===== src/rtl/audio_in_capture_pkg.sv =====
// Shared definitions for the audio capture path: sample width, handshake FSM
// encoding and mono fold select codes.
package audio_in_capture_pkg;

  localparam int AUDIO_W = 32;

  typedef enum logic [1:0] {
    ST_IDLE = 2'd0,
    ST_ACK  = 2'd1,
    ST_GAP  = 2'd2
  } cap_state_e;

  localparam logic [1:0] MONO_LEFT     = 2'b00;
  localparam logic [1:0] MONO_RIGHT    = 2'b01;
  localparam logic [1:0] MONO_AVG      = 2'b10;
  localparam logic [1:0] MONO_LEFT_ALT = 2'b11;

endpackage


===== src/rtl/audio_sample_fifo.sv =====
// Show-ahead sample FIFO. A push into a full FIFO is accepted only when a pop
// frees a slot in the same cycle; a pop on an empty FIFO is ignored.
module audio_sample_fifo #(
  parameter int DATA_W = 32,
  parameter int DEPTH  = 16
) (
  input  logic              clk,
  input  logic              resetn,
  input  logic              push,
  input  logic [DATA_W-1:0] push_data,
  input  logic              pop,
  output logic [DATA_W-1:0] head,
  output logic              full,
  output logic              empty
);

  localparam int AW    = $clog2(DEPTH);
  localparam int CNT_W = $clog2(DEPTH) + 1;

  logic [DATA_W-1:0] mem_r [DEPTH];
  logic [AW-1:0]     wr_ptr_r;
  logic [AW-1:0]     rd_ptr_r;
  logic [CNT_W-1:0]  count_r;
  logic              pop_ok_s;
  logic              push_ok_s;

  assign full      = (count_r == CNT_W'(DEPTH));
  assign empty     = (count_r == {CNT_W{1'b0}});
  assign pop_ok_s  = pop & ~empty;
  assign push_ok_s = push & (~full | pop_ok_s);
  assign head      = mem_r[rd_ptr_r];

  // Storage array; written only on an accepted push.
  always_ff @(posedge clk) begin
    if (push_ok_s) begin
      mem_r[wr_ptr_r] <= push_data;
    end
  end

  // Pointers wrap naturally because DEPTH is a power of two.
  always_ff @(posedge clk) begin
    if (!resetn) begin
      wr_ptr_r <= {AW{1'b0}};
      rd_ptr_r <= {AW{1'b0}};
      count_r  <= {CNT_W{1'b0}};
    end else begin
      if (push_ok_s) begin
        wr_ptr_r <= wr_ptr_r + AW'(1'b1);
      end
      if (pop_ok_s) begin
        rd_ptr_r <= rd_ptr_r + AW'(1'b1);
      end
      case ({push_ok_s, pop_ok_s})
        2'b10:   count_r <= count_r + CNT_W'(1'b1);
        2'b01:   count_r <= count_r - CNT_W'(1'b1);
        default: count_r <= count_r;
      endcase
    end
  end

endmodule


===== src/rtl/audio_in_capture.sv =====
// DE2 audio capture: drains the ADC read handshake, folds L/R to mono, buffers
// samples for a valid/ready consumer and keeps a decaying peak level.
module audio_in_capture
  import audio_in_capture_pkg::*;
#(
  parameter int DATA_W    = AUDIO_W,
  parameter int DEPTH     = 16,
  parameter int DECAY_CYC = 500000
) (
  input  logic              CLOCK_50,
  input  logic              resetn,
  input  logic              enable,
  input  logic [1:0]        mono_sel,
  input  logic              audio_in_available,
  input  logic [DATA_W-1:0] left_channel_audio_in,
  input  logic [DATA_W-1:0] right_channel_audio_in,
  output logic              read_audio_in,
  output logic [DATA_W-1:0] sample_data,
  output logic              sample_valid,
  input  logic              sample_ready,
  output logic              overflow,
  input  logic              clear_overflow,
  output logic [7:0]        peak_level
);

  localparam int DC_W = (DECAY_CYC > 1) ? $clog2(DECAY_CYC) : 1;
  localparam logic [DC_W-1:0] DECAY_LAST = DC_W'(DECAY_CYC - 1);
  localparam int LO_W = DATA_W - 9;
  localparam logic [DATA_W-1:0] MOST_NEG = {1'b1, {(DATA_W-1){1'b0}}};

  cap_state_e        state_r;
  cap_state_e        state_s;
  logic              capture_s;
  logic [DATA_W-1:0] sample_s;
  logic [7:0]        m8_s;
  logic              fifo_full_s;
  logic              fifo_empty_s;
  logic              pop_s;
  logic              drop_s;
  logic [DC_W-1:0]   decay_cnt_r;

  assign sample_valid = ~fifo_empty_s;
  assign pop_s        = sample_valid & sample_ready;
  assign drop_s       = capture_s & fifo_full_s & ~pop_s;

  // Handshake next-state: capture in IDLE, then a fixed ACK/GAP tail.
  always_comb begin
    state_s   = state_r;
    capture_s = 1'b0;
    case (state_r)
      ST_IDLE: begin
        if (enable && audio_in_available) begin
          capture_s = 1'b1;
          state_s   = ST_ACK;
        end else begin
          state_s   = ST_IDLE;
        end
      end
      ST_ACK:  state_s = ST_GAP;
      ST_GAP:  state_s = ST_IDLE;
      default: state_s = ST_IDLE;
    endcase
  end

  // State register and the registered read strobe, high only in ACK.
  always_ff @(posedge CLOCK_50) begin
    if (!resetn) begin
      state_r       <= ST_IDLE;
      read_audio_in <= 1'b0;
    end else begin
      state_r       <= state_s;
      read_audio_in <= (state_s == ST_ACK);
    end
  end

  // Mono fold; halving both operands first keeps the average in range.
  always_comb begin
    case (mono_sel)
      MONO_LEFT, MONO_LEFT_ALT: sample_s = left_channel_audio_in;
      MONO_RIGHT:               sample_s = right_channel_audio_in;
      MONO_AVG:                 sample_s = DATA_W'(($signed(left_channel_audio_in) >>> 1)
                                                 + ($signed(right_channel_audio_in) >>> 1));
      default:                  sample_s = left_channel_audio_in;
    endcase
  end

  // Meter byte of |sample|: for negatives, ~x + 1 only carries into the top
  // byte when every lower bit is zero.
  always_comb begin
    if (sample_s == MOST_NEG) begin
      m8_s = 8'hFF;
    end else if (sample_s[DATA_W-1]) begin
      m8_s = ~sample_s[DATA_W-2 -: 8]
             + {7'd0, (sample_s[LO_W-1:0] == {LO_W{1'b0}})};
    end else begin
      m8_s = sample_s[DATA_W-2 -: 8];
    end
  end

  // Sticky overflow; a drop in the same cycle beats a clear.
  always_ff @(posedge CLOCK_50) begin
    if (!resetn) begin
      overflow <= 1'b0;
    end else if (drop_s) begin
      overflow <= 1'b1;
    end else if (clear_overflow) begin
      overflow <= 1'b0;
    end
  end

  // Peak meter: a louder capture reloads and restarts the decay period.
  always_ff @(posedge CLOCK_50) begin
    if (!resetn) begin
      peak_level  <= 8'd0;
      decay_cnt_r <= {DC_W{1'b0}};
    end else if (capture_s && (m8_s > peak_level)) begin
      peak_level  <= m8_s;
      decay_cnt_r <= {DC_W{1'b0}};
    end else if (decay_cnt_r == DECAY_LAST) begin
      decay_cnt_r <= {DC_W{1'b0}};
      if (peak_level != 8'd0) begin
        peak_level <= peak_level - 8'd1;
      end
    end else begin
      decay_cnt_r <= decay_cnt_r + DC_W'(1'b1);
    end
  end

  audio_sample_fifo #(
    .DATA_W (DATA_W),
    .DEPTH  (DEPTH)
  ) u_fifo (
    .clk       (CLOCK_50),
    .resetn    (resetn),
    .push      (capture_s),
    .push_data (sample_s),
    .pop       (pop_s),
    .head      (sample_data),
    .full      (fifo_full_s),
    .empty     (fifo_empty_s)
  );

endmodule

===== config.mk =====
export PLATFORM = sky130hd
export DESIGN_NAME = audio_in_capture
export DESIGN_NICKNAME = d
export VERILOG_FILES = /design/src/rtl/audio_in_capture_pkg.sv /design/src/rtl/audio_sample_fifo.sv /design/src/rtl/audio_in_capture.sv
export SDC_FILE = /design/constraint.sdc
export NUM_CORES = 1
export LEC_CHECK = 0
export BUFFER_PORTS_ARGS = -buffer_cell sky130_fd_sc_hd__buf_2
export CAP_MARGIN = 20
export CORE_MARGIN = 2
export CORE_UTILIZATION = 40
export CTS_CLUSTER_DIAMETER = 30
export CTS_CLUSTER_SIZE = 12
export DETAILED_ROUTE_END_ITERATION = 8
export MAX_ROUTING_LAYER = met4
export PLACE_DENSITY = 0.54
export SLEW_MARGIN = 0
export SYNTH_ARGS = -nofsm -noshare
export SYNTH_HDL_FRONTEND = slang
export SYNTH_HIERARCHICAL = 1
export SYNTH_SLANG_ARGS = --single-unit

===== constraint.sdc =====
create_clock -name CLOCK_50 -period 18.57 [get_ports CLOCK_50]
set_input_delay 1.857 -clock CLOCK_50 [delete_from_list [all_inputs] [get_ports CLOCK_50]]
set_output_delay 1.857 -clock CLOCK_50 [all_outputs]
set_load 0.005 [all_outputs]

== Word-level counts from Yosys, hierarchy flattened ==
Memory sizes are Yosys's and may differ from the RTL's. A register that Yosys moved wholly into a read port is not among the register bits.
Index checks and enable logic that the tools add are counted.

* Flip-flop bits (word level): 44
* Memory bits (writable): 512
* Output and inout port bits: 43
* Logic and storage cells: 70
* Memories kept: 1

{| class="wikitable"
|+ Memories
! name !! depth !! width !! rd ports !! clocked after memory_dff !! write ports !! RTL line !! RTL
|-
| u_fifo.mem_r || 16 || 32 || 1 || 1 || 1 || audio_sample_fifo.sv:20 || <nowiki>logic [DATA_W-1:0] mem_r [DEPTH];</nowiki>
|}

* Add/subtract/negate cells: 8
* Order comparisons: 1
* Equality and inequality tests: 10
* Muxes and demuxes: 17
* Bitwise operators: 11
* Reductions and logical operators: 14

{| class="wikitable"
|+ Operator list
! cell !! number
|-
| case mux 32 bit (3 select lines) || 1
|-
| 2-to-1 mux 8 bit || 5
|-
| adder 31 x 31 -> 32 bit || 1
|-
| == test 32 bit (second input constant) || 1
|-
| logical NOT 23 bit || 1
|-
| adder 19 x 1 -> 19 bit (second input constant) || 1
|-
| == test 19 bit (second input constant) || 1
|-
| case mux 5 bit (2 select lines) || 1
|-
| adder 4 x 1 -> 4 bit (second input constant) || 2
|-
| adder 8 x 1 -> 8 bit || 1
|-
| == test 2 x 1 -> 1 bit (second input constant) || 4
|-
| > comparator 8 bit || 1
|-
| 2-to-1 mux 4 bit || 2
|-
| inverter 8 bit || 1
|-
| nonzero test 2 bit || 4
|-
| nonzero test 8 bit || 1
|-
| subtractor 8 x 1 -> 8 bit (second input constant) || 1
|-
| 2-to-1 mux 1 bit || 7
|-
| == test 2 bit (second input constant) || 3
|-
| adder 5 x 1 -> 5 bit (second input constant) || 1
|-
| bitwise AND 1 bit || 5
|-
| == test 5 bit (second input constant) || 1
|-
| logical NOT 5 bit || 1
|-
| subtractor 5 x 1 -> 5 bit (second input constant) || 1
|-
| 8 further kinds || 13
|}

== Depth between registers and ports, before layout ==
* Depth after elaboration: 11
* Mapped depth: 28
* Depth with buffers taken out: 26

== Hierarchy ==
Netlist, hierarchy kept.

{| class="wikitable"
|+ By module, submodules not included
! module !! times used !! cells an instance !! area an instance (µm²) !! seq. area each (µm²)
|-
| audio_sample_fifo || 1 || 908 || 20171.8 || 15715.1
|-
| audio_in_capture || 1 || 669 || 4636.9 || 620.6
|}

== Worst setup path before layout ==
Ideal clock, no wire load.

* Kind: input port to flip-flop
* Start point: input port left_channel_audio_in[1]
* End point: register decay_cnt_r[12]
* Data arrival time: 7.226 ns
* Data required time: 18.505 ns
* Path slack: 11.279 ns
* Stages on the path: 25
* Path through: ha_1 inv_1 fa_1 nand2b_1 a2111oi_4 a211oi_2 mux2_4 a2111o_1 a2111oi_0 or4b_1 nor3_2 ha_1 ha_1 inv_1 o41ai_1 xor2_1 nand2_1 ha_1 a21o_1 a21oi_1 o21ai_0 o211ai_1 nand3_1 clkbuf_1 nor2_1

* Word-level cells in the longest chain between the ends: 9

{| class="wikitable"
|+ Ends and longest elaborated chain
! element !! RTL line !! RTL
|-
| start: declaration || audio_in_capture.sv:15 || <nowiki>input logic [DATA_W-1:0] left_channel_audio_in,</nowiki>
|-
| adder 31 x 31 -> 32 bit || audio_in_capture.sv:82 || <nowiki>+ ($signed(right_channel_audio_in) >>> 1));</nowiki>
|-
| case mux 32 bit (3 select lines) (*) || audio_in_capture.sv:78 || <nowiki>case (mono_sel)</nowiki>
|-
| logical NOT 23 bit / inverter 8 bit (equally long branches) || audio_in_capture.sv:94, audio_in_capture.sv:93 ||
|-
| adder 8 x 1 -> 8 bit || audio_in_capture.sv:94 || <nowiki>+ {7'd0, (sample_s[LO_W-1:0] == {LO_W{1'b0}})};</nowiki>
|-
| 2-to-1 mux 8 bit || audio_in_capture.sv:92 || <nowiki>end else if (sample_s[DATA_W-1]) begin</nowiki>
|-
| 2-to-1 mux 8 bit (*) || audio_in_capture.sv:90 || <nowiki>if (sample_s == MOST_NEG) begin</nowiki>
|-
| > comparator 8 bit (*) || audio_in_capture.sv:116 || <nowiki>end else if (capture_s && (m8_s > peak_level)) begin</nowiki>
|-
| logical AND 1 bit (*) || audio_in_capture.sv:116 ||
|-
| OR reduction 3 bit (no line) (*) || n/a ||
|-
| end signal: assignment || audio_in_capture.sv:115 || <nowiki>decay_cnt_r <= {DC_W{1'b0}};</nowiki>
|-
| end signal: assignment || audio_in_capture.sv:118 || <nowiki>decay_cnt_r <= {DC_W{1'b0}};</nowiki>
|-
| end signal: assignment || audio_in_capture.sv:120 || <nowiki>decay_cnt_r <= {DC_W{1'b0}};</nowiki>
|-
| end: declaration || audio_in_capture.sv:40 || <nowiki>logic [DC_W-1:0] decay_cnt_r;</nowiki>
|}

Every way passes the cells marked *; elsewhere a longest branch is shown, timed or not.
A chain may end at the register's enable or synchronous reset.

== Final worst setup path ==
Ends and elaborated chain as after synthesis.

==> results.md <==
* Async set-or-reset flop fraction in the synthesized netlist at 0
* CTS tree: done
* Slowest CP cell: nand3_1
* Post-synthesis cell area at 24,800 um2
* Fin Hold WS at 0.436 ns
* Pins Over Slew Limit at 0
* Flops & latches, synth at 560
* Max_slew headroom at 0.281
* Cts repair resizes at 0
* Bufs and invs on worst path at 3
* Starting Density at 0.404
* I/O Pins at roughly 120
* Hold Fails Final Rpt at 0
* Clock Tree Root: clkbuf_16
* Clk buf depth at 3
* Total Power at 3.70 mW
* Yosys cell types at 74
* Fill count at 5,225
* Sequential share of the synthesized area at 0.658
* Ant. Diodes at 0
* Data arrival time of the worst path at around 8 ns
* TNS Setup at 0 ns
* First-pass GRT wire length at 96,300 um
* Fin util at 0.490
* Hold Path Class: reg -> reg
* Routed Antenna Nets at 0
* Largest net degree at the start of global routing at 67
* Pwr/cell area at 123 nW/um2
* Actual slew at the worst max-slew pin at 1.08 ns
* Stages on the worst setup path at 25
* Synth warn at 6
* Hold Crit Depth at 1
* 1st-iter DRT viols at 1,035
* HPWL Detailed at around 37,000 um
* Share of the synthesized area in the top cell type at 0.620
* Syn avg cell area at roughly 16 um2
* All-Layer GR Usage at 0.209
* Largest area contributor in the netlist: edfxtp_1
* CP Max Fanout at 19
* Core Area at 61,500 um2
* Final Cycle Share at 0.412
* Crit path max-delay family: compound AO/OA/AOI/OAI gates
* Setup violators final at 0
* Most common cell after layout, fill and taps aside: edfxtp_1
* Slowest stage delay, CP at 0.57 ns
* Clock transition at path regs at 0.04 ns
* Post-synth EDFFs at 512
* Clk sinks at 560
* Max Cap Viol at 0
* DRC Markers at 0
* Vias in the first global route at 15,700
* Post-CTS setup buffers at 0
* Static leakage at 10.3 nW
* Cells on worst reg2reg path at 8
* Detailed-route via count at between 15,000 and 20,000
* Clk_lat worst skew at 0.65 ns
* Via/cell ratio at between 5 and 6
* GRT Residual Overflow at 0
* CP endpoint kind: flip-flop
* Highest-count cells in the layout ignoring fill and taps: edfxtp_1 (512), mux4_2 (128), nand2_1 (120), buf_2 (114), clkbuf_16 (107)
* Die area at 64,000 um2
* Final critical-path required period at 7.65 ns
* Status: finished, final reports clean
* Layout area overhead at 21.3%
* Nets at 1,884
* CP most frequent cell: ha_1
* Layout cells sized above 1 at 0.271
* Unrepaired setup endpoints after global routing: no
* Critical path data required time at 19.12 ns
* VDD IR max at 0.0000731 V
* Fmax at about 0.13 GHz
* Crit start category: primary input
* Ys flop type: edfxtp_1
* Cells after Synth at 1,577
* IO Port Bufs at 114
* Num rows at 91
* GPL Wtd Cong at 0.923
* Die H at ~250 um
* Critical setup path kind: in -> reg
* Initial antenna violation count at 0
* Routed len/inst at 24.2 um
* Top post-synthesis cells by area: edfxtp_1 (62%), mux4_2 (12%), dfxtp_1 (3.9%)
* DIE WIDTH at roughly 250 um
* Hold bufs inserted after CTS at 0
* Net count after synthesis at between 1,500 and 2,000
* H-tree depth at 3
* TritonCTS Buffers at between 100 and 150
* Clk_skew at 0.0170 ns
* Routed wire length at 63,700 um
* 1st-pass router iterations at 6
Yosys cell counts (11+ instances only):
cell,number
o21ai_0,50
nand3_1,22
nor2_1,77
edfxtp_1,512
dfxtp_1,48
xor2_1,20
inv_1,41
nor3_1,16
o21a_1,11
clkbuf_1,61
a211oi_1,12
a22oi_1,77
and2_1,23
nor2b_1,15
a21oi_1,46
nand2b_1,12
buf_2,20
xnor2_1,28
nand2_1,120
ha_1,53
mux4_2,128
a21o_1,13
nand4_1,23
cell families (layout without fill, tap and decap cells):
family | count (synthesis) | count (layout) | synth area share
buf+inv | 127 | 396 | 0.0208
xor+xnor | 48 | 48 | 0.0169
fa+ha+maj | 55 | 55 | 0.0283
simple gates | 349 | 349 | 0.0683
flops | 560 | 560 | 0.658
mux | 140 | 140 | 0.121
compound gates | 298 | 298 | 0.0857
worst reg2reg max path: cells and delay by family (launching register included):
kind | cells | cell delay (ns)
simple gates | 6 | 2.39
buf+inv | 1 | 0.47
compound gates | 1 | 0.12
flops | 1 | 0.40
through the flow:
step	instances	worst slack, ns	instance area, um2
finish	2636	10.92	30100
detailed placement	2438	10.25	26400
CTS	2635	10.92	30100
global route	2636	10.34	30100
floorplan	1577	11.28	24800
global placement	2436	10.30	26400
metal layers:
layer / GRT usage / up-vias / wire length (um)
li1: - / 6692 / -
met4: 0.0636 / 0 / 1410
met2: 0.331 / 416 / 30700
met3: 0.0363 / 101 / 3230
met1: 0.276 / 7802 / 28400
met5: - / - / 0
cell type report:
| class | count | area, um2 | share of cell area |
|---|---|---|---|
| Timing Repair Buffer | 157 | 893 | 0.0297 |
| Clock buffer | 128 | 2780 | 0.0922 |
| Inverter | 42 | 158 | 0.00524 |
| Clock inverter | 69 | 928 | 0.0308 |
| Sequential cell | 560 | 16300 | 0.543 |
| Tap cell | 790 | 988 | 0.0328 |
| Multi-Input combinational cell | 890 | 8010 | 0.266 |
state kept, by name, indices dropped and copies added, names as in the netlist, named ones only:
name,cells
u_fifo/mem_r,512
read_audio_in,1
u_fifo/wr_ptr_r,4
state_r,2
u_fifo/count_r,5
u_fifo/rd_ptr_r,4
peak_level,8
decay_cnt_r,19
overflow,1
report_power, final:
part | leakage, nW | internal [mW] | total [mW] | switching (mW)
sequential | 5.04 | 1.42 | 1.44 | 0.0153
clock | 1.77 | 1.31 | 1.95 | 0.635
combinational | 3.52 | 0.119 | 0.311 | 0.192
total | 10.3 | 2.86 | 3.70 | 0.842
path summary, 6_finish.rpt:
check	start	endpoint	slack (ns)
setup / recovery	left_channel_audio_in[1]	decay_cnt_r[12]	10.92
hold / removal	state_r[1]	state_r[1]	0.44
setup reg to reg	u_fifo/count_r[1]	u_fifo/mem_r[5][28]	14.84
hold reg to reg	state_r[1]	state_r[1]	0.44
(Power assumes the default switching activity.)
